### config.mk
export PLATFORM = sky130hd
export DESIGN_NAME = image_memory_arbiter
export DESIGN_NICKNAME = d
export VERILOG_FILES = /design/src/rtl/image_memory_arbiter.sv
export SDC_FILE = /design/constraint.sdc
export NUM_CORES = 1
export LEC_CHECK = 0
export CAP_MARGIN = 15
export CORE_ASPECT_RATIO = 1.2
export CORE_MARGIN = 4
export CORE_UTILIZATION = 50
export DETAILED_ROUTE_END_ITERATION = 16
export GPL_ROUTABILITY_DRIVEN = 0
export HOLD_SLACK_MARGIN = 0.15
export PLACE_DENSITY = 0.86
export SYNTH_ARGS = -nofsm -noshare
export SYNTH_HDL_FRONTEND = slang
export SYNTH_SLANG_ARGS = --single-unit
### constraint.sdc
create_clock -name clock -period 2.25 [get_ports clock]
set_clock_uncertainty 0.05 [all_clocks]
set_input_delay 0.225 -clock clock [delete_from_list [all_inputs] [get_ports clock]]
set_output_delay 0.225 -clock clock [all_outputs]
set_load 0.005 [all_outputs]
### src/rtl/image_memory_arbiter.sv
// Frame-buffer arbiter: one synchronous-read RAM shared by VGA scan-out, a host
// pixel-write port and a fill engine. Display has top priority, then fill, then host.
module image_memory_arbiter #(
    parameter int unsigned H_IMAGE = 240,
    parameter int unsigned V_IMAGE = 320,
    parameter int unsigned PIXEL_W = 3,
    localparam int unsigned ADDR_W = $clog2(H_IMAGE * V_IMAGE)
) (
    input  logic               clock,
    input  logic               reset_n,
    input  logic [10:0]        pixel_x,
    input  logic [10:0]        pixel_y,
    input  logic               video_on,
    input  logic               wr_valid,
    output logic               wr_ready,
    input  logic [ADDR_W-1:0]  wr_addr,
    input  logic [PIXEL_W-1:0] wr_data,
    input  logic               fill_start,
    input  logic [PIXEL_W-1:0] fill_color,
    output logic               fill_busy,
    output logic               fill_done,
    output logic [ADDR_W-1:0]  mem_addr,
    output logic               mem_we,
    output logic [PIXEL_W-1:0] mem_wdata,
    input  logic [PIXEL_W-1:0] mem_rdata,
    output logic               color_r,
    output logic               color_g,
    output logic               color_b
);

    localparam int unsigned      NumPix   = H_IMAGE * V_IMAGE;
    localparam logic [10:0]      HLim     = 11'(H_IMAGE);
    localparam logic [10:0]      VLim     = 11'(V_IMAGE);
    localparam logic [ADDR_W:0]  NumPixW  = (ADDR_W + 1)'(NumPix);
    localparam logic [ADDR_W-1:0] LastAddr = ADDR_W'(NumPix - 1);

    typedef enum logic [1:0] {StIdle, StFill, StDone} state_e;

    state_e              state_q, state_d;
    logic                disp;
    logic                fill_accept;
    logic [ADDR_W-1:0]   rd_cnt_q, rd_cnt_d;
    logic [ADDR_W-1:0]   fill_addr_q, fill_addr_d;
    logic [PIXEL_W-1:0]  fill_color_q, fill_color_d;
    logic [ADDR_W-1:0]   mem_addr_q, mem_addr_d;
    logic                mem_we_q, mem_we_d;
    logic [PIXEL_W-1:0]  mem_wdata_q, mem_wdata_d;
    logic [1:0]          disp_q;
    logic [PIXEL_W-1:0]  color_q, color_d;

    assign disp        = video_on && (pixel_x < HLim) && (pixel_y < VLim);
    assign fill_accept = (state_q == StIdle) && fill_start;

    // State register
    always_ff @(posedge clock or negedge reset_n) begin
        if (!reset_n) begin
            state_q <= StIdle;
        end else begin
            state_q <= state_d;
        end
    end

    // Next-state logic; disp cycles stall the fill
    always_comb begin
        state_d = state_q;
        unique case (state_q)
            StIdle:  if (fill_start) state_d = StFill;
            StFill:  if (!disp && (fill_addr_q == LastAddr)) state_d = StDone;
            StDone:  state_d = StIdle;
            default: state_d = StIdle;
        endcase
    end

    // FSM outputs
    always_comb begin
        wr_ready  = 1'b0;
        fill_busy = 1'b0;
        fill_done = 1'b0;
        unique case (state_q)
            StIdle:  wr_ready  = !disp;
            StFill:  fill_busy = 1'b1;
            StDone:  fill_done = 1'b1;
            default: ;
        endcase
    end

    // RAM port mux; an idle cycle keeps the last address and data
    always_comb begin
        mem_addr_d  = mem_addr_q;
        mem_we_d    = 1'b0;
        mem_wdata_d = mem_wdata_q;
        if (disp) begin
            mem_addr_d = rd_cnt_q;
        end else if (state_q == StFill) begin
            mem_addr_d  = fill_addr_q;
            mem_we_d    = 1'b1;
            mem_wdata_d = fill_color_q;
        end else if (wr_valid && wr_ready) begin
            mem_addr_d  = wr_addr;
            mem_wdata_d = wr_data;
            mem_we_d    = ({1'b0, wr_addr} < NumPixW);
        end
    end

    // Counters and colour stage
    always_comb begin
        rd_cnt_d = rd_cnt_q;
        if (pixel_y >= VLim) begin
            rd_cnt_d = '0;
        end else if (disp) begin
            rd_cnt_d = (rd_cnt_q == LastAddr) ? '0 : rd_cnt_q + ADDR_W'(1);
        end

        fill_addr_d  = fill_addr_q;
        fill_color_d = fill_color_q;
        if (fill_accept) begin
            fill_addr_d  = '0;
            fill_color_d = fill_color;
        end else if ((state_q == StFill) && !disp) begin
            fill_addr_d = (fill_addr_q == LastAddr) ? '0 : fill_addr_q + ADDR_W'(1);
        end

        color_d = disp_q[1] ? mem_rdata : '0;
    end

    always_ff @(posedge clock or negedge reset_n) begin
        if (!reset_n) begin
            rd_cnt_q     <= '0;
            fill_addr_q  <= '0;
            fill_color_q <= '0;
            mem_addr_q   <= '0;
            mem_we_q     <= 1'b0;
            mem_wdata_q  <= '0;
            disp_q       <= '0;
            color_q      <= '0;
        end else begin
            rd_cnt_q     <= rd_cnt_d;
            fill_addr_q  <= fill_addr_d;
            fill_color_q <= fill_color_d;
            mem_addr_q   <= mem_addr_d;
            mem_we_q     <= mem_we_d;
            mem_wdata_q  <= mem_wdata_d;
            disp_q       <= {disp_q[0], disp};
            color_q      <= color_d;
        end
    end

    assign mem_addr  = mem_addr_q;
    assign mem_we    = mem_we_q;
    assign mem_wdata = mem_wdata_q;
    assign color_r   = color_q[2];
    assign color_g   = color_q[1];
    assign color_b   = color_q[0];

endmodule

==> results of run 1 <==
==> layout by cell type, fill, tap and decap left out, drive strengths merged, types with 3 or more instances in the layout <==
cell	instances
xnor2	7
or3	3
o21ai	31
nor3	9
and4	3
buf	14
nand4	16
dfrtp	65
inv	7
nand3	17
a31oi	6
nand2	86
nor2	36
and2	4
clkbuf	11
nor4	7
a211oi	3
xor2	12
clkinv	3
clkdlybuf4s50	68
a21oi	38
==> power by group through the flow <==
stage	logic (mW)	registers [mW]	clock network, mW
3_3_place_gp	0.732	1.49	0
2_1_floorplan	0.347	1.47	0
3_5_place_dp	0.757	1.50	0
6_report	0.764	1.48	0.971
4_1_cts	0.770	1.48	0.973
5_1_grt	0.851	1.50	1.02
==> worst reg2reg max path: cells and delay by family (launching register included) <==
| family | cells | cell delay, ns |
|---|---|---|
| AND/OR/NAND/NOR | 5 | 1.00 |
| adder cells (fa/ha/maj) | 1 | 0.23 |
| flip-flops | 1 | 0.45 |
| buffers and inverters | 1 | 0.20 |
==> area by class of cell <==
cell class / count / area (um^2) / share of cell area [%]
well taps: 87 / 108.9 / 2.424
multi-input cells: 308 / 1735 / 38.65
clock buffers: 11 / 131.4 / 2.926
clock inverters: 5 / 56.30 / 1.254
repair buffers: 83 / 805.8 / 17.94
inverters: 7 / 26.28 / 0.5851
flip-flops and latches: 65 / 1627 / 36.22
==> layer usage <==
metal  vias up  global-route usage, %  routed length [um]
li1       1545                      -                   -
met5         -                      0                   0
met1      1521                  28.79                3619
met3        35                  3.148                 620
met4         0                  12.00                 373
met2       142                  42.53                5087
==> per-stage QoR <==
stage / setup WS (ns) / utilization [%] / cells / area, um^2 / hold WS (ns)
after detailed placement: 0.06727 / 63.01 / 549 / 4293 / 0.1275
final: 0.1645 / 65.91 / 566 / 4491 / 0.3037
after global placement: 0.1152 / 63.01 / 549 / 4293 / 0.1164
after global routing: 0.04844 / 65.91 / 566 / 4491 / 0.3093
after floorplan: 0.5052 / - / 399 / 3470 / -0.1206
after CTS: 0.1402 / 65.91 / 566 / 4491 / 0.3014
==> worst max path at each step <==
| stage | start | end | slack, ns | depth (start not counted) |
|---|---|---|---|---|
| 6_report | pixel_x[4] | wr_ready | 0.16 | 6 |
| 5_1_grt | state_q[0]$_DFFE_PN0P_ | fill_busy | 0.05 | 3 |
| 4_1_cts | state_q[0]$_DFFE_PN0P_ | fill_busy | 0.14 | 3 |
| 3_5_place_dp | pixel_x[9] | rd_cnt_q[9]$_DFFE_PN0P_ | 0.07 | 6 |
| 3_3_place_gp | pixel_x[9] | rd_cnt_q[3]$_DFFE_PN0P_ | 0.12 | 6 |
| 2_1_floorplan | rd_cnt_q[0]$_DFFE_PN0P_ | rd_cnt_q[10]$_DFFE_PN0P_ | 0.51 | 7 |
==> logic make-up (layout without fill, tap and decap cells) <==
| kind of cell | count (synthesis) | in the layout | synth area share [%] |
|---|---|---|---|
| multiplexers | 2 | 2 | 0.5770 |
| adder cells (fa/ha/maj) | 2 | 2 | 0.7211 |
| XOR/XNOR | 19 | 19 | 4.796 |
| buffers and inverters | 26 | 106 | 3.210 |
| AND/OR/NAND/NOR | 194 | 194 | 29.07 |
| AO/OA/AOI/OAI | 91 | 91 | 14.75 |
| flip-flops | 65 | 65 | 46.88 |
==> flip-flops by register name (all words and copies together), names as in the netlist <==
name	flops
mem_wdata	3
fill_addr_q	17
state_q	2
color_q	3
rd_cnt_q	17
disp_q	2
fill_color_q	3
mem_addr	17
mem_we	1
==> flow_summary.ini, run 1 <==
[logic_synthesis]
synth_top_area_share_pct = 46.88
netlist_instances = 399
synth_most_common_cell = nand2_1
synth_area_leaders = dfrtp_1 (47%), nand2_1 (9.2%), a21oi_1 (5.5%)
synth_area_um2 = 3470
synth.cells.most_frequent = nand2_1 (85), dfrtp_1 (65), a21oi_1 (38)
synth_edf_count = 0
yosysSeqAreaShare_pct = 46.88
yosysWarnings = 0
synthArstFlopShare_pct = 100.0
syn-num-nets = 454
synth.avg_cell_area_um2 = 8.696
ys_ff_latch = 65
synth.distinct_cells = 53
synth_flop_cell = dfrtp_1
synth_top_area_cell = dfrtp_1

[clock_network]
htree_levels = 3
insertion_delay_ns = 0.34
cts-root-buf = clkbuf_8
clk_path_buf_depth = 2
numCtsBuffers = 9
cts_resized = 0
cts_hold_buf = 1
cts_tree = built
cts.clk_slew.worst_paths_ns = 0.07
cts_setup_buffers = 0
clock_sinks = 65

[floorplan]
num_io_pins = 80
rows = 33
start_util_pct = 50.93
dieArea_um2 = 8341
fp.dieW_um = 84.05
die_h_um = 99.25
core_um2 = 6813

[critical_path]
arrival_ns = 1.81
endpoint_kind = output port
regToRegSetupSlack_ns = 0.21
rr_startpoint = rd_cnt_q[0]$_DFFE_PN0P_
crit_path_start_kind = primary input
timing.rr.end = rd_cnt_q[11]$_DFFE_PN0P_
critPathMaxFanout = 3
ff2ff_path_depth = 7
path_buf_inv = 3
crit_chain = clkdlybuf4s50_1 -> nand4_1 -> nand4_1 -> inv_2 -> nor3_1 -> clkdlybuf4s50_1
cpMaxStageDelayCell = clkdlybuf4s50_1
path_class = in -> out
required_ns = 1.98
max_stage_delay_ns = 0.55
crit_family = buffers and inverters

[place]
place_hpwl_mm = 7.066
port_buffers = 69

[finish]
area_delta_synth_final_pct = 29.43
nNetsFinal = 529
diodes = 0
nFillCells = 536
drive_gt1_share_pct = 10.02

[timing]
post-route-period-util_pct = 92.69
rsz0062_at_grt = false
setup_violations = 0
slew_headroom_pct = 58.37
tns_ns = 0
slew_violations = 0
max_freq_mhz = 479.5
hold_violations = 0
period_minus_slack_ns = 2.085
worstMarginPinSlew_ns = 0.6188

[drt]
ant_nets = 0
route.detailed.drc = 0
vias_per_cell = 5.730
num_vias = 3243
first_iter_violations = 316
first_pass_iters = 7
wl_per_cell_um = 17.14
wl_mm = 9.701

[global_route]
grt_overflow_total = 0
antenna_found_initial = 0
grt_max_degree = 50
grt_usage_pct = 24.09
grt_first_pass_wirelength_mm = 15.94
grt_pass1_vias = 3384

[job]
cap_violations = 0

[run_status]
outcome = completed

[hold_path]
hp-start = disp_q[0]$_DFF_PN0_
hold_depth = 0
holdPathEnd = disp_q[1]$_DFF_PN0_
hold_path_class = reg -> reg

[power_and_ir_drop]
power.total_mw = 3.213
swShare_pct = 29.93
p_int_mw = 2.251
combPwrFrac_pct = 23.8
seqPwrFrac_pct = 46.0
p_clk_share_pct = 30.2
power_leakage_nw = 1.891
p_sw_mw = 0.9616
ir_worst_vdd_mv = 0.5458
powerDensity_nw_per_um2 = 715.4
Note: power is estimated with default switching activity, not from simulation.
==> run 2, diff against run 1 <==
--- a/config.mk
+++ b/config.mk
@@ -7,7 +7,6 @@
 export LEC_CHECK = 0
 export CAP_MARGIN = 15
 export CORE_ASPECT_RATIO = 1.2
-export CORE_MARGIN = 4
 export CORE_UTILIZATION = 50
 export DETAILED_ROUTE_END_ITERATION = 16
 export GPL_ROUTABILITY_DRIVEN = 0
==> run 2 against run 1 <==
Compared with the run above: non-clock buffer count is 4 higher; global-route usage is 4.5 points higher; wire length fell by 2.8%; first-iteration DRC count increased by 1.6%; utilization is 3.0 points higher.
==> flow_summary.ini, run 2 (synthesis results as in run 1) <==
[finish]
nNetsFinal = 533
layout_commonest_cell = nand2_1
final_cell_mix = nand2_1 (85), clkdlybuf4s50_1 (68), dfrtp_1 (65), a21oi_1 (38), nor2_1 (32)
area_delta_synth_final_pct = 30.40
nFillCells = 507
diodes = 0
drive_gt1_share_pct = 11.18
stdcell_area_um2 = 4524
layout.cells.non_filler = 568

[floorplan]
rows = 32
start_util_pct = 52.84
dieArea_um2 = 7278
num_io_pins = 80
core_um2 = 6566
fp.dieW_um = 78.05
die_h_um = 93.25

[timing]
rsz0062_at_grt = true
hold_violations = 0
post-route-period-util_pct = 96.88
tns_ns = 0
slew_violations = 0
slew_headroom_pct = 49.88
period_minus_slack_ns = 2.180
max_freq_mhz = 458.8
worstMarginPinSlew_ns = 0.7449
setup_violations = 0

[power_and_ir_drop]
ir_worst_vdd_mv = 0.4396
powerDensity_nw_per_um2 = 712.1
power.total_mw = 3.222
power_leakage_nw = 1.909

[critical_path]
required_ns = 1.98
crit_path_start_kind = flop
path_class = reg -> out
endpoint_kind = output port
regToRegSetupSlack_ns = 0.21
arrival_ns = 1.90
critPathMaxFanout = 21

[drt]
vias_per_cell = 5.877
wl_mm = 9.426
first_iter_violations = 321
num_vias = 3338
route.detailed.drc = 0
ant_nets = 0
wl_per_cell_um = 16.60
first_pass_iters = 5

[clock_network]
htree_levels = 3
clock_sinks = 65
cts.clk_slew.worst_paths_ns = 0.07
cts_setup_buffers = 0
cts_tree = built
insertion_delay_ns = 0.36
numCtsBuffers = 9
cts-root-buf = clkbuf_8
clk_path_buf_depth = 2

[place]
place_area_um2 = 4313
place_hpwl_mm = 6.829
dpl.cell_count = 550
port_buffers = 69

[global_route]
grt_overflow_total = 0
grt_usage_pct = 28.61
grt_max_degree = 29
grt_pass1_vias = 3240
antenna_found_initial = 0
grt_first_pass_wirelength_mm = 15.79

[run_status]
outcome = completed

[job]
cap_violations = 0

[hold_path]
hold_path_class = reg -> reg
run 2: cell count changes in the layout (fill, tap and decap cells not counted):
| cell | delta |
|---|---|
| buf_4 | +3 |
| clkinvlp_4 | +2 |
| clkinv_2 | +1 |
| clkbuf_1 | -2 |
| inv_2 | -1 |
| buf_2 | +1 |
run 2: through the flow:
| stage | util, % | setup slack (ns) | hold WS (ns) |
|---|---|---|---|
| CTS | 68.81 | 0.01596 | 0.3097 |
| finish | 68.90 | 0.07027 | 0.3062 |
| global placement | 65.68 | -0.1071 | 0.1619 |
| floorplan | - | 0.5052 | -0.1206 |
| detailed placement | 65.68 | -0.1723 | 0.1632 |
| global route | 68.90 | -0.008736 | 0.3202 |
run 2: cell type report:
type	instances	area, um^2	share of cell area (%)
clock inverter	7	71.32	1.576
tap	85	106.4	2.351
clock buffer	9	123.9	2.738
sequential	65	1627	35.95
inverter	7	27.53	0.6084
timing repair buffer	87	833.3	18.42
multi-input combinational	308	1735	38.36
run 2: report_power, final:
| group | internal (mW) | switching [mW] |
|---|---|---|
| Clock | 0.508 | 0.478 |
| Combinational | 0.400 | 0.355 |
| Sequential | 1.34 | 0.145 |
run 2: worst paths after layout:
path | cells after the start | startpoint | to
min reg2reg | 0 | disp_q[0]$_DFF_PN0_ | disp_q[1]$_DFF_PN0_
max in group asynchronous | 3 | reset_n | fill_addr_q[3]$_DFFE_PN0P_
max reg2reg | 5 | fill_addr_q[14]$_DFFE_PN0P_ | fill_addr_q[11]$_DFFE_PN0P_
min in group asynchronous | 2 | reset_n | fill_addr_q[8]$_DFFE_PN0P_
max | 3 | state_q[0]$_DFFE_PN0P_ | fill_busy
min | 0 | disp_q[0]$_DFF_PN0_ | disp_q[1]$_DFF_PN0_
run 2: per-layer routing:
metal / part of all wire [%] / wire length [um] / GRT usage (%) / vias up
met3: 6.4 / 604 / 5.463 / 27
met1: 39 / 3662 / 33.82 / 1605
met2: 51 / 4828 / 48.68 / 150
met5: 0 / 0 / 0 / -
li1: - / - / - / 1556
met4: 3.5 / 332 / 16.05 / 0
run 2: worst max-delay path, stage by stage (launching register included):
cell and delay [ns]:
dfrtp_1 0.57, nand2b_1 0.14, clkinv_2 0.26, clkdlybuf4s50_1 0.56
run 2: repair_timing:
action,CTS,global route
hold buffers,1,0
resized for setup,0,1
endpoints found under the hold margin,18,0
setup endpoints to repair,0,2
==> run 3, diff against run 2 <==
--- a/config.mk
+++ b/config.mk
@@ -10,6 +10,7 @@
 export CORE_UTILIZATION = 50
 export DETAILED_ROUTE_END_ITERATION = 16
 export GPL_ROUTABILITY_DRIVEN = 0
+export GPL_TIMING_DRIVEN = 0
 export HOLD_SLACK_MARGIN = 0.15
 export PLACE_DENSITY = 0.86
 export SYNTH_ARGS = -nofsm -noshare
==> run 3 against run 2 <==
Compared with the run above: via count rose by 0.96%; cell count rose by 0.88%; clock-buffer cell count rose by 1; sequential cell count did not move; critical path type is now reg -> reg.
==> flow_summary.ini, run 3 (synthesis results as in run 1) <==
[run_status]
outcome = completed

[critical_path]
timing.rr.end = mem_addr[6]$_DFFE_PN0P_
arrival_ns = 2.33
regToRegSetupSlack_ns = 0.09
path_class = reg -> reg
crit_chain = clkbuf_4 -> o21bai_1 -> clkbuf_1 -> a21oi_1 -> a21oi_1 -> o21ai_1
cpMaxStageDelayCell = o21bai_1
max_stage_delay_ns = 0.53
rr_startpoint = state_q[0]$_DFFE_PN0P_
required_ns = 2.42
crit_top_cell = a21oi_1
critPathMaxFanout = 10
ff2ff_path_depth = 6
crit_path_start_kind = flop
endpoint_kind = flop

[job]
cap_violations = 0

[drt]
vias_per_cell = 5.881
wl_met1_mm = 3.603
wl_per_cell_um = 16.42
met2_length_mm = 4.763
first_iter_violations = 343
first_pass_iters = 7
num_vias = 3370
ant_nets = 0
top_layer = met4
route.detailed.drc = 0
wl_mm = 9.406
wl_met3_um = 709

[clock_network]
cts_tree = built
cts-root-buf = clkbuf_8
insertion_delay_ns = 0.35
clk_path_buf_depth = 2
numCtsBuffers = 9
clock_sinks = 65
htree_levels = 3
cts.clk_slew.worst_paths_ns = 0.08

[timing]
period_minus_slack_ns = 2.156
hold_ws_ns = 0.3049
slew_violations = 0
post-route-period-util_pct = 95.84
rsz0062_at_grt = false
hold_violations = 0
worstMarginPinSlew_ns = 0.8176
layout_setup_ws_ns = 0.09352
tns_ns = 0
max_freq_mhz = 463.7
slew_headroom_pct = 45.50
setup_violations = 0

[global_route]
antenna_found_initial = 0
grt_overflow_total = 0
grt_first_pass_wirelength_mm = 15.40
grt_max_degree = 66
grt_pass1_vias = 3248
grt_usage_pct = 27.71

[power_and_ir_drop]
seqPwrFrac_pct = 43.0
combPwrFrac_pct = 21.6
swShare_pct = 28.36
p_clk_share_pct = 35.4
p_sw_mw = 0.9782
p_int_mw = 2.471
power_leakage_nw = 1.913
ir_worst_vdd_mv = 0.5613
powerDensity_nw_per_um2 = 756.4

[finish]
drive_gt1_share_pct = 10.25
nFillCells = 497
layout_commonest_cell = nand2_1
area_delta_synth_final_pct = 31.45
nNetsFinal = 538
diodes = 0
final_cell_mix = nand2_1 (85), clkdlybuf4s50_1 (68), dfrtp_1 (64), a21oi_1 (38), nor2_1 (32)
stdcell_area_um2 = 4561

[hold_path]
hold_depth = 0
holdPathEnd = disp_q[1]$_DFF_PN0_
hold_path_class = reg -> reg
hp-start = disp_q[0]$_DFF_PN0_

[place]
place_area_um2 = 4264
port_buffers = 69
post-place-ws_ns = -0.2529
place_hpwl_mm = 6.820

[floorplan]
num_io_pins = 80
core_um2 = 6566
die_h_um = 93.25
start_util_pct = 52.84
fp.dieW_um = 78.05
rows = 32
dieArea_um2 = 7278
[run 3: worst max-delay path, delay by kind of cell, from the launching register on]
family                 cells  cell delay, ns
buffers and inverters      2            0.63
AO/OA/AOI/OAI              4            0.98
flip-flops                 1            0.37
[run 3: power by group through the flow]
| stage | Clock, mW | Combinational (mW) | Sequential [mW] |
|---|---|---|---|
| floorplan | 0 | 0.347 | 1.47 |
| global placement | 0 | 0.721 | 1.50 |
| detailed placement | 0 | 0.739 | 1.50 |
| CTS | 1.23 | 0.748 | 1.48 |
| global route | 1.27 | 0.834 | 1.51 |
| finish | 1.22 | 0.745 | 1.48 |
[run 3: metal layers]
| layer | global-route usage (%) | vias up |
|---|---|---|
| met1 | 32.63 | 1604 |
| met5 | 0 | - |
| li1 | - | 1565 |
| met3 | 5.171 | 41 |
| met2 | 47.08 | 160 |
| met4 | 16.20 | 0 |
[run 3: how the worst max path moves through the flow]
stage	start	to	slack (ns)	depth (start not counted)
after detailed placement	pixel_x[9]	wr_ready	-0.25	7
final	state_q[0]$_DFFE_PN0P_	mem_addr[6]$_DFFE_PN0P_	0.09	6
after global routing	pixel_x[9]	wr_ready	0.03	6
after global placement	reset_n	rd_cnt_q[6]$_DFFE_PN0P_	-1.15	1
after floorplan	rd_cnt_q[0]$_DFFE_PN0P_	rd_cnt_q[10]$_DFFE_PN0P_	0.51	7
after CTS	pixel_x[9]	wr_ready	0.02	6
[run 3: area by class of cell]
type	count	area, um^2	share of cell area, %
buffer	17	81.33	1.783
clock buffer	10	127.6	2.798
clock inverter	6	115.1	2.524
inverter	7	28.78	0.6310
multi-input combinational	308	1738	38.11
sequential	65	1628	35.69
tap	85	106.4	2.332
timing repair buffer	75	735.7	16.13
[run 3: metrics by stage]
stage          cells  total power, mW  utilization (%)
2_1_floorplan    399            1.822                -
3_3_place_gp     553            2.218            64.98
3_5_place_dp     553            2.242            64.94
4_1_cts          571            3.456            68.94
5_1_grt          573            3.609            69.46
6_report         573            3.450            69.46
[run 3: repair_timing]
item / CTS / global route
pin swaps: 1 / 1
hold endpoints to repair: 65 / 0
gates resized for setup: 0 / 5
hold buffers: 1 / 0
setup buffers: 2 / 3
setup endpoints to repair: 1 / 6
